File: src/rtl/fwd_hazard_unit.sv
// Forwarding select and hazard (load-use, mult/div busy) control for the
// 5-stage MIPS core. Keeps its own copy of the EX/MEM/WB destination tags
// so the operand mux selects line up with the instruction sitting in EX.

// Per-operand forwarding select: picks the youngest in-flight producer.
module fwd_operand_sel #(
  parameter int REG_BITS = 5
) (
  input  logic                use_src,
  input  logic [REG_BITS-1:0] src,
  input  logic [REG_BITS-1:0] mem_dest,
  input  logic                mem_wr,
  input  logic                mem_load,
  input  logic [REG_BITS-1:0] wb_dest,
  input  logic                wb_wr,
  input  logic                wb_load,
  output logic [1:0]          sel
);

  // MEM beats WB; a load still in MEM has no data yet and is never a source.
  always_comb begin
    sel = 2'b00;
    if (use_src && src != '0) begin
      if (mem_wr && !mem_load && mem_dest == src)
        sel = 2'b01;
      else if (wb_wr && wb_dest == src)
        sel = wb_load ? 2'b11 : 2'b10;
    end
  end

endmodule

module fwd_hazard_unit #(
  parameter int REG_BITS   = 5,
  parameter int MD_LATENCY = 8,
  parameter int MD_CNT_W   = 4
) (
  input  logic                clk,
  input  logic                rst,
  input  logic                id_valid,
  input  logic [REG_BITS-1:0] id_rs,
  input  logic [REG_BITS-1:0] id_rt,
  input  logic                id_use_rs,
  input  logic                id_use_rt,
  input  logic [REG_BITS-1:0] id_dest,
  input  logic                id_wr,
  input  logic                id_load,
  input  logic                id_md_start,
  input  logic                id_md_read,
  input  logic                flush,
  output logic                stall,
  output logic [1:0]          fwd_sel_a,
  output logic [1:0]          fwd_sel_b,
  output logic                md_busy
);

  localparam int NUM_OPS = 2;

  typedef struct packed {
    logic [REG_BITS-1:0] dest;
    logic                wr;
    logic                load;
  } slot_t;

  localparam slot_t BUBBLE = '{dest: '0, wr: 1'b0, load: 1'b0};

  slot_t               ex_q, mem_q, wb_q;
  logic [REG_BITS-1:0] ex_rs, ex_rt;
  logic                ex_use_rs, ex_use_rt;
  logic [MD_CNT_W-1:0] md_cnt;

  logic load_use, md_hazard, issue, md_accept;

  assign md_busy = (md_cnt != '0);

  // Load in EX whose result the ID instruction needs next cycle.
  always_comb begin
    load_use = 1'b0;
    if (id_valid && ex_q.wr && ex_q.load && ex_q.dest != '0)
      load_use = (id_use_rs && id_rs == ex_q.dest) ||
                 (id_use_rt && id_rt == ex_q.dest);
  end

  assign md_hazard = id_valid && md_busy && (id_md_start || id_md_read);
  assign stall     = (load_use || md_hazard) && !flush;
  assign issue     = id_valid && !stall && !flush;
  assign md_accept = issue && id_md_start;

  // Slot shift: ID enters EX only when issued, otherwise a bubble.
  always_ff @(posedge clk) begin
    if (rst) begin
      ex_q      <= BUBBLE;
      mem_q     <= BUBBLE;
      wb_q      <= BUBBLE;
      ex_rs     <= '0;
      ex_rt     <= '0;
      ex_use_rs <= 1'b0;
      ex_use_rt <= 1'b0;
    end else begin
      wb_q  <= mem_q;
      mem_q <= ex_q;
      if (issue) begin
        ex_q      <= '{dest: id_dest, wr: id_wr, load: id_load};
        ex_rs     <= id_rs;
        ex_rt     <= id_rt;
        ex_use_rs <= id_use_rs;
        ex_use_rt <= id_use_rt;
      end else begin
        ex_q      <= BUBBLE;
        ex_rs     <= '0;
        ex_rt     <= '0;
        ex_use_rs <= 1'b0;
        ex_use_rt <= 1'b0;
      end
    end
  end

  // HI/LO occupancy countdown; reload only on an accepted mult/div.
  always_ff @(posedge clk) begin
    if (rst)
      md_cnt <= '0;
    else if (md_accept)
      md_cnt <= MD_CNT_W'(MD_LATENCY);
    else if (md_cnt != '0)
      md_cnt <= md_cnt - MD_CNT_W'(1);
  end

  logic [NUM_OPS-1:0]               op_use;
  logic [NUM_OPS-1:0][REG_BITS-1:0] op_src;
  logic [NUM_OPS-1:0][1:0]          op_sel;

  assign op_use = {ex_use_rt, ex_use_rs};
  assign op_src = {ex_rt, ex_rs};

  for (genvar g = 0; g < NUM_OPS; g++) begin : g_op
    fwd_operand_sel #(.REG_BITS(REG_BITS)) u_sel (
      .use_src  (op_use[g]),
      .src      (op_src[g]),
      .mem_dest (mem_q.dest),
      .mem_wr   (mem_q.wr),
      .mem_load (mem_q.load),
      .wb_dest  (wb_q.dest),
      .wb_wr    (wb_q.wr),
      .wb_load  (wb_q.load),
      .sel      (op_sel[g])
    );
  end

  assign fwd_sel_a = op_sel[0];
  assign fwd_sel_b = op_sel[1];

endmodule

File: config.mk
export PLATFORM = sky130hd
export DESIGN_NAME = fwd_hazard_unit
export DESIGN_NICKNAME = d
export VERILOG_FILES = /design/src/rtl/fwd_hazard_unit.sv
export SDC_FILE = /design/constraint.sdc
export NUM_CORES = 1
export LEC_CHECK = 0
export BUFFER_PORTS_ARGS = -buffer_cell sky130_fd_sc_hd__clkbuf_2
export CELL_PAD_IN_SITES_DETAIL_PLACEMENT = 0
export CELL_PAD_IN_SITES_GLOBAL_PLACEMENT = 1
export CORE_ASPECT_RATIO = 1.25
export CORE_MARGIN = 2
export CORE_UTILIZATION = 42
export DETAILED_ROUTE_END_ITERATION = 12
export PLACE_DENSITY = 0.89
export SYNTH_ARGS = -nofsm -noshare
export SYNTH_HDL_FRONTEND = slang
export SYNTH_HIERARCHICAL = 1
export SYNTH_SLANG_ARGS = --single-unit
File: constraint.sdc
create_clock -name clk -period 2.4 [get_ports clk]
set_input_delay 0.12 -clock clk [delete_from_list [all_inputs] [get_ports clk]]
set_output_delay 0.12 -clock clk [all_outputs]
set_load 0.01 [all_outputs]
### Word level (Yosys, flattened, before mapping)

Cells that the tools add are included.

| storage, ports and cells | value |
|---|---|
| bits in registers | 37 |
| input bits | 25 |
| output and inout port bits | 6 |
| logic and storage cells | 64 |

| cells by class | value |
|---|---|
| $add $sub $neg | 1 |
| equality and inequality tests | 6 |
| mux-type cells | 10 |
| bitwise logic cells | 1 |
| reduce and logical (&&, ||, !) cells | 31 |

Operators by type and width:

| operator | number |
|---|---|
| $eq A5 B5 Y1 | 6 |
| $logic_and A1 B1 Y1 | 18 |
| $reduce_bool A5 Y1 | 3 |
| $mux W2 | 6 |
| $mux W4 | 2 |
| $reduce_bool A4 Y1 | 1 |
| $reduce_or A2 Y1 | 2 |
| $sub A4 B1 Y4 const B | 1 |
| $logic_not A1 Y1 | 3 |
| $logic_or A1 B1 Y1 | 3 |
| $mux W1 | 2 |
| $reduce_bool A2 Y1 | 1 |
| $not A1 Y1 | 1 |

### Depth between registers and ports, before layout

Gate-level depths: netlist of the first run.

| logic depth | value |
|---|---|
| depth in word-level cells | 11 |
| depth in mapped cells | 7 |
| depth with buffers taken out | 6 |

### Cells and area by module

Netlist of the first run, hierarchy kept.

Modules (own cells, without submodules):

| module | instances | cells an instance | area an instance (um2) | sequential area each (um2) |
|---|---|---|---|---|
| fwd_hazard_unit | 1 | 120 | 1303.8 | 740.7 |
| fwd_operand_sel | 2 | 19 | 168.9 | 0.0 |

### Worst setup path after synthesis of the first run

Ideal clock, no wire load.

| timing | value |
|---|---|
| path type | register to register |
| start | register md_cnt[0] |
| end | register ex_q[4] in the netlist's numbering |
| setup time | 0.059 ns |
| arrival time | 1.654 ns |
| required time | 2.341 ns |
| slack | 0.687 ns |
| cell stages (with the launch flop) | 8 |
| path buffers | 1 |
| period minus slack after synthesis | 1.713 ns |
| cell sequence | dfxtp_1 > inv_1 > ha_1 > nor3b_4 > nor2_2 > a2111oi_4 > buf_6 > and2_1 |

| on the way | value |
|---|---|
| cells in the longest elaborated chain, start to end | 10 |

RTL lines:

| what | RTL line | text |
|---|---|---|
| start, declared | 70 | `logic [MD_CNT_W-1:0] md_cnt;` |
| start signal, assigned | 123 | `md_cnt <= MD_CNT_W'(MD_LATENCY);` |
| start signal, assigned | 125 | `md_cnt <= md_cnt - MD_CNT_W'(1);` |
| $reduce_bool A4 Y1 | 74 | `assign md_busy = (md_cnt != '0);` |
| $logic_and A1 B1 Y1 (2 in a row) | 84 | `assign md_hazard = id_valid && md_busy && (id_md_start \|\| id_md_read);` |
| $logic_or A1 B1 Y1 | 85 | `assign stall = (load_use \|\| md_hazard) && !flush;` |
| $logic_and A1 B1 Y1 | 85 |  |
| $logic_not A1 Y1 | 86 | `assign issue = id_valid && !stall && !flush;` |
| $logic_and A1 B1 Y1 (2 in a row) | 86 |  |
| $not A1 Y1 (no source line) | - |  |
| $reduce_or A2 Y1 (no source line) | - |  |
| end signal, assigned | 103 | `ex_q <= '{dest: id_dest, wr: id_wr, load: id_load};` |
| end, declared | 67 | `slot_t ex_q, mem_q, wb_q;` |

No other way between the ends.
A chain may end at the register's enable or synchronous reset.

### Worst setup path in the final report of the first run

| timing | value |
|---|---|
| start | register md_cnt[0] |
| end | register ex_use_rt |

| on the way | value |
|---|---|
| cells in the longest elaborated chain, start to end | 10 |

RTL lines:

| what | RTL line | text |
|---|---|---|
| $reduce_bool A4 Y1 | 74 |  |
| $logic_and A1 B1 Y1 (2 in a row) | 84 |  |
| $logic_or A1 B1 Y1 | 85 |  |
| $logic_and A1 B1 Y1 | 85 |  |
| $logic_not A1 Y1 | 86 |  |
| $logic_and A1 B1 Y1 (2 in a row) | 86 |  |
| $not A1 Y1 (no source line) | - |  |
| $reduce_or A2 Y1 (no source line) | - |  |
| end signal, assigned | 107 | `ex_use_rt <= id_use_rt;` |
| end, declared | 69 | `logic ex_use_rs, ex_use_rt;` |

No other way between the ends.

==> flow_summary_export.csv, run 1 <==
group,metric,value,unit
run_status,outcome,"finished clean",
grt,gr-usage-met1,0.1859,
clocking,hold_buffers,0,
die,dieArea,0.004427,mm2
synthesis,syn_area,0.001642,mm2
pwr,p_comb_frac,0.258,
synthesis,synth-seq-cells,37,
clocking,cts_resized,0,
critical_path,start_kind,"flip-flop",
synthesis,yosys.area.top_type,"dfxtp_1",
grt,antenna_found_initial,0,
finish,final_cell_area,0.001913,mm2
critical_path,slowest_delay,0.49,ns
synthesis,ys_types,29,
grt,grt_usage,0.1494,
clocking,clk_latency,0.28,ns
place,port_buffers,30,
critical_path,crit_start,"md_cnt[0]$_SDFFE_PP0P_",
grt,grt_most_used_layer,"met2",
finish,fillers,362,
pwr,p_seq_frac,0.475,
synthesis,synthTopCellsByArea,"dfxtp_1 45%, xnor2_1 8.5%, xor2_1 8.5%, and2_1 7.2%, nor2b_1 5.3%",
place,placed_area,0.001831,mm2
pwr,ir_drop,500.8,uV
finish,area_delta_synth_final,16.54,%
pwr,p_sw_frac,0.2954,
pwr,p_int,0.001069,W
sta,final.setup_skew,0.004284,ns
sta,final_max_slew_viol_count,0,
place,place.gp.congestion,0.7887,
grt,overflow,0,
die,row_count,25,
die,core_area,0.003754,mm2
grt,grt_pass1_vias,1068,
die,start_util,0.4373,
die,die_x,59.92,um
detailed_routing,antenna_left,0,
critical_path,crit_family,"simple AND/OR/NAND/NOR gates",
sta,period_share,0.8057,
pwr,p_sw,0.0004481,W
critical_path,r2r_start,"md_cnt[0]$_SDFFE_PP0P_",
finish,diodes,0,
grt,grt_pass1_wl,4.899,mm
die,io_pins,31,
sta,max_freq,517.2,MHz
sta,finalCriticalPeriod,1.934,ns
synthesis,synth-seq-area-share,0.4512,
critical_path,endpoint_kind,"flip-flop",
detailed_routing,drtPass1Iterations,3,
critical_path,r2r-end,"ex_use_rt$_SDFF_PP0_",
clocking,cts_tree,"yes",
detailed_routing,drcViolationCount,0,
critical_path,reg2reg_depth,7,
synthesis,ys.flop_type,"dfxtp_1",
critical_path,slowest_stage,"a2111oi_4",
synthesis,synth-edff-count,0,
pwr,p_leak,0.8540,nW
synthesis,synth_top_area_frac,0.4512,
synthesis,syn_nets,185,
critical_path,path_buf_inv,2,
die,die_h,73.90,um
grt,grt_use_met2,0.2428,
detailed_routing,wl,2.800,mm
synthesis,synth_area_per_cell,10.39,um2
pwr,p_total,0.001517,W
flow_run,drv_cap,0,
finish,post-route-util,0.5097,
sta,setup_violations,0,
synthesis,ys_warn_count,6,
pwr,p_per_area,793.1,mW/mm2
finish,final_nets,220,
critical_path,crit_type,"flip-flop to flip-flop",
place,dp_worst_setup_slack,0.4578,ns
critical_path,crit_end,"ex_use_rt$_SDFF_PP0_",
sta,maxSlewHeadroom,0.6970,
critical_path,cp.arrival,2.16,ns
detailed_routing,wl_per_cell,11.97,um
clocking,clkTransAtPathRegs,0.07,ns
grt,met3_usage,0.02817,
finish,final_common_cell,"dfxtp_1",
critical_path,cp_max_fo,11,
clocking,numCtsBuffers,5,
clocking,htree_levels,2,
sta,fin_setup_tns,0,ns
clocking,cts.root.buffer_cell,"clkbuf_8",
critical_path,crit_cells,7,
detailed_routing,initialDrtViolationCount,21,
synthesis,netlist_instances,158,
detailed_routing,via_per_inst,4.722,
critical_path,ff2ff_setup_slack,0.47,ns
sta,worst_pin_slew,0.4545,ns
pwr,p_clk_frac,0.268,
clocking,cts_setup_buffers,0,
synthesis,synthArstFlopShare,0,
worst_hold_path,hp-class,"primary input to flip-flop",
sta,setup_slack,0.4664,ns
sta,hold_violations,0,
clocking,clk_path_buf_depth,2,
clocking,cts_sinks,37,
critical_path,cp.required,2.63,ns
finish,drive_gt1_frac,0.2526,
grt,grt_max_degree,21,
finish,mostFrequentLayoutCells,"37 x dfxtp_1, 30 x clkbuf_2, 19 x and2_1, 16 x xnor2_1, 16 x xor2_1",
critical_path,path_cells,"inv_1, ha_1, nor3b_4, nor2_2, a2111oi_4, buf_4, and2_1",
place,dp_hpwl,2.271,mm
detailed_routing,vias,1105,
sta,rsz0062_at_grt,"false",
-- synth_stat cells, drive strengths merged (3+ instances only) --
cell,number
dfxtp,37
nor2b,14
nand2,4
nand4,4
xor2,16
nor3b,3
xnor2,16
a21oi,6
nor4,4
inv,5
nor3,4
nand3,3
and2,19
nor2,5
-- cell families (layout without fill, tap and decap cells) --
family	count (synthesis)	in the layout	share of synthesized area
compound gates	13	13	0.06784
xor+xnor	32	32	0.1707
fa+ha+maj	2	2	0.01524
buf+inv	8	44	0.02287
flops	37	37	0.4512
simple gates	66	66	0.2721
-- routing by layer --
| metal | vias up | wire, um | part of all wire |
|---|---|---|---|
| met2 | 26 | 1391 | 0.50 |
| met3 | 4 | 100 | 0.036 |
| met1 | 477 | 1259 | 0.45 |
| met4 | 0 | 48 | 0.017 |
| met5 | - | 0 | 0 |
| li1 | 598 | - | - |
-- flip-flops by register name, summed over array words and instances (netlist names) --
| name | count |
|---|---|
| mem_q | 7 |
| wb_q | 7 |
| ex_q | 7 |
| ex_rt | 5 |
| ex_use_rs | 1 |
| ex_rs | 5 |
| md_cnt | 4 |
| ex_use_rt | 1 |
-- metrics by stage --
step | hold WS, ns | std cells
after floorplan | 0.2417 | 158
after global placement | 0.3206 | 226
after CTS | 0.02298 | 234
after global routing | 0.02369 | 234
final | 0.03197 | 234
after detailed placement | 0.3219 | 226
-- cell type report --
type | count | area [um2] | share of cell area
multi-input combinational | 113 | 863.3 | 0.4513
sequential | 37 | 740.7 | 0.3872
timing repair buffer | 31 | 157.7 | 0.08241
clock buffer | 6 | 72.57 | 0.03793
tap | 40 | 50.05 | 0.02616
inverter | 5 | 18.77 | 0.009810
clock inverter | 2 | 10.01 | 0.005232
-- worst min-delay path by stage --
stage	from	to	depth (start not counted)
5_1_grt	id_wr	ex_q[1]$_SDFF_PP0_	2
3_5_place_dp	id_wr	ex_q[1]$_SDFF_PP0_	2
6_report	id_wr	ex_q[1]$_SDFF_PP0_	2
4_1_cts	id_wr	ex_q[1]$_SDFF_PP0_	2
3_3_place_gp	id_dest[3]	ex_q[5]$_SDFF_PP0_	2
2_1_floorplan	id_load	ex_q[0]$_SDFF_PP0_	1
-- power groups by stage --
stage          Combinational (W)  Sequential [W]  Clock (W)
6_report                0.000391        0.000720   0.000406
3_3_place_gp            0.000390        0.000734          0
3_5_place_dp            0.000395        0.000734          0
4_1_cts                 0.000397        0.000721   0.000422
5_1_grt                 0.000446        0.000729   0.000454
2_1_floorplan           0.000312        0.000722          0
Power figures use the tool's default switching activity.
==> run 2: changes to the inputs <==
--- a/config.mk
+++ b/config.mk
@@ -10,9 +10,9 @@
 export CELL_PAD_IN_SITES_GLOBAL_PLACEMENT = 1
 export CORE_ASPECT_RATIO = 1.25
 export CORE_MARGIN = 2
-export CORE_UTILIZATION = 42
+export CORE_UTILIZATION = 38
 export DETAILED_ROUTE_END_ITERATION = 12
-export PLACE_DENSITY = 0.89
+export PLACE_DENSITY = 0.86
 export SYNTH_ARGS = -nofsm -noshare
 export SYNTH_HDL_FRONTEND = slang
 export SYNTH_HIERARCHICAL = 1
==> constraint.sdc (replaced) <==
create_clock -name clk -period 1.7 [get_ports clk]
set_input_delay 0.085 -clock clk [delete_from_list [all_inputs] [get_ports clk]]
set_output_delay 0.085 -clock clk [all_outputs]
set_load 0.01 [all_outputs]
==> run 2 against run 1 <==
Clock-buffer cell count is 1 higher; wire length increased by 15%; sequential cell count did not move; combinational power is 79% higher; non-clock buffer count grew 12; utilization rose by 1.1 points; sequential power up 42%; first-iteration DRC count down 9.5%; clock power rose by 89%; die area up 9.9%; largest cell class unchanged; largest power group unchanged; highest routed layer unchanged.
==> flow_summary_export.csv, run 2 (synthesized netlist as in run 1, its figures left out) <==
group,metric,value,unit
run_status,outcome,"finished clean",
grt,gr-usage-met1,0.1342,
critical_path,crit_type,"flip-flop to primary output",
clocking,clk_path_buf_depth,2,
critical_path,slowest_stage,"dfxtp_2",
die,core_area,0.004131,mm2
pwr,p_per_area,1158,mW/mm2
pwr,p_comb_frac,0.281,
place,placed_area,0.001858,mm2
pwr,p_sw_frac,0.2833,
sta,setup_violations,0,
flow_run,drv_cap,0,
detailed_routing,drtPass1Iterations,4,
place,place.gp.congestion,0.7892,
pwr,p_int,0.001785,W
critical_path,slowest_delay,0.34,ns
critical_path,cp.arrival,1.59,ns
pwr,ir_drop,1102,uV
clocking,cts_sinks,37,
detailed_routing,antenna_left,0,
detailed_routing,via_per_inst,4.500,
grt,antenna_found_initial,0,
sta,final.setup_skew,0.005525,ns
grt,grt_usage,0.1368,
sta,period_share,0.9829,
die,die_x,62.79,um
finish,final_nets,232,
finish,area_delta_synth_final,31.10,%
die,row_count,26,
finish,drive_gt1_frac,0.3592,
die,dieArea,0.004865,mm2
sta,finalCriticalPeriod,1.671,ns
grt,overflow,0,
critical_path,path_cells,"xor2_1, nor4_2, nand4b_1, nor3b_2, clkbuf_2",
critical_path,crit_family,"simple AND/OR/NAND/NOR gates",
sta,hold_violations,0,
sta,maxSlewHeadroom,0.7742,
critical_path,path_buf_inv,1,
finish,final_cell_area,0.002152,mm2
critical_path,cp.required,1.62,ns
grt,grt_pass1_wl,5.057,mm
critical_path,crit_start,"mem_q[6]$_SDFF_PP0_",
grt,grt_most_used_layer,"met2",
critical_path,cp_max_fo,3,
grt,grt_use_met2,0.2548,
sta,fin_setup_tns,0,ns
worst_hold_path,hold_start,"id_wr",
clocking,htree_levels,2,
critical_path,endpoint_kind,"primary output",
finish,diodes,0,
clocking,numCtsBuffers,5,
critical_path,r2r_start,"ex_q[6]$_SDFF_PP0_",
detailed_routing,wl,3.209,mm
pwr,p_seq_frac,0.410,
clocking,cts.root.buffer_cell,"clkbuf_8",
pwr,p_leak,0.9513,nW
detailed_routing,initialDrtViolationCount,19,
sta,worst_pin_slew,0.3388,ns
pwr,p_sw,0.0007058,W
detailed_routing,vias,1179,
place,port_buffers,30,
sta,rsz0062_at_grt,"true",
sta,final_max_slew_viol_count,0,
finish,fillers,385,
finish,mostFrequentLayoutCells,"29 x dfxtp_1, 28 x clkbuf_2, 19 x and2_1, 16 x xor2_1, 14 x nor2b_1",
sta,max_freq,598.5,MHz
finish,post-route-util,0.5209,
die,die_h,77.49,um
clocking,cts_tree,"yes",
grt,met3_usage,0.03188,
clocking,clkTransAtPathRegs,0.07,ns
grt,grt_max_degree,20,
detailed_routing,drcViolationCount,0,
detailed_routing,wl_per_cell,12.25,um
die,io_pins,31,
finish,final_common_cell,"dfxtp_1",
critical_path,start_kind,"flip-flop",
die,start_util,0.3973,
finish,top_regs,"ex_q: 7 flops, mem_q: 7 flops, wb_q: 7 flops",
grt,grt_pass1_vias,1171,
pwr,p_clk_frac,0.308,
worst_hold_path,hp-class,"primary input to flip-flop",
clocking,clk_latency,0.29,ns
## run 2: cell types whose count changed in the layout (fill, tap and decap cells not counted), sizes merged
cell	before	now
buf	1	9
dlygate4sd3	0	6
clkinv	2	0
bufinv	0	1
clkbuf	36	35
## run 2: worst register-to-register path, stage by stage (launching register included)
cell,delay (ns)
dfxtp_2,0.35
xnor2_2,0.14
nand4_1,0.11
o22ai_2,0.11
buf_4,0.15
a2111oi_4,0.33
buf_4,0.20
and2_1,0.13
## run 2: what timing repair did
item	4_1_cts	5_1_grt
pin swaps	4	8
setup buffers	3	2
setup endpoints to repair	22	27
hold buffers	6	0
resized for setup	4	21
endpoints found under the hold margin	6	0
## run 2: final cells by class
cell class	count	area, um2	share of cell area
clock inverter	1	30.03	0.01395
clock buffer	7	86.33	0.04012
tap	56	70.07	0.03256
inverter	5	18.77	0.008721
timing repair buffer	43	270.3	0.1256
sequential	37	750.7	0.3488
multi-input combinational	113	925.9	0.4302
## run 2: through the flow
| step | hold slack, ns | setup slack [ns] | instances | total power [W] |
|---|---|---|---|---|
| detailed placement | 0.2883 | -0.1029 | 243 | 0.001623 |
| global placement | 0.2858 | -0.04908 | 243 | 0.001619 |
| finish | 0.007136 | 0.02906 | 262 | 0.002491 |
| floorplan | 0.2067 | 0.1147 | 158 | 0.001456 |
| global route | 0.007762 | -0.08684 | 262 | 0.002625 |
| CTS | 0.004021 | 0.0007842 | 260 | 0.002420 |
## run 2: per-layer routing
layer / part of all wire / up-vias
met5: 0 / -
met4: 0.021 / 0
met3: 0.042 / 5
met2: 0.54 / 34
met1: 0.40 / 519
li1: - / 621
## run 2: worst paths after layout
check	endpoint	slack, ns	depth (start not counted)
setup / recovery	fwd_sel_a[1]	0.03	5
hold / removal	ex_q[1]$_SDFF_PP0_	0.007	2
setup reg to reg	ex_q[4]$_SDFF_PP0_	0.11	7
hold reg to reg	mem_q[1]$_SDFF_PP0_	0.48	1
## run 2: power groups by stage
stage	Combinational, W	Clock, W	Sequential, W
after floorplan	0.000436	0	0.00102
after global placement	0.000584	0	0.00103
after detailed placement	0.000586	0	0.00104
after CTS	0.000616	0.000786	0.00102
after global routing	0.000782	0.000813	0.00103
final	0.000701	0.000768	0.00102
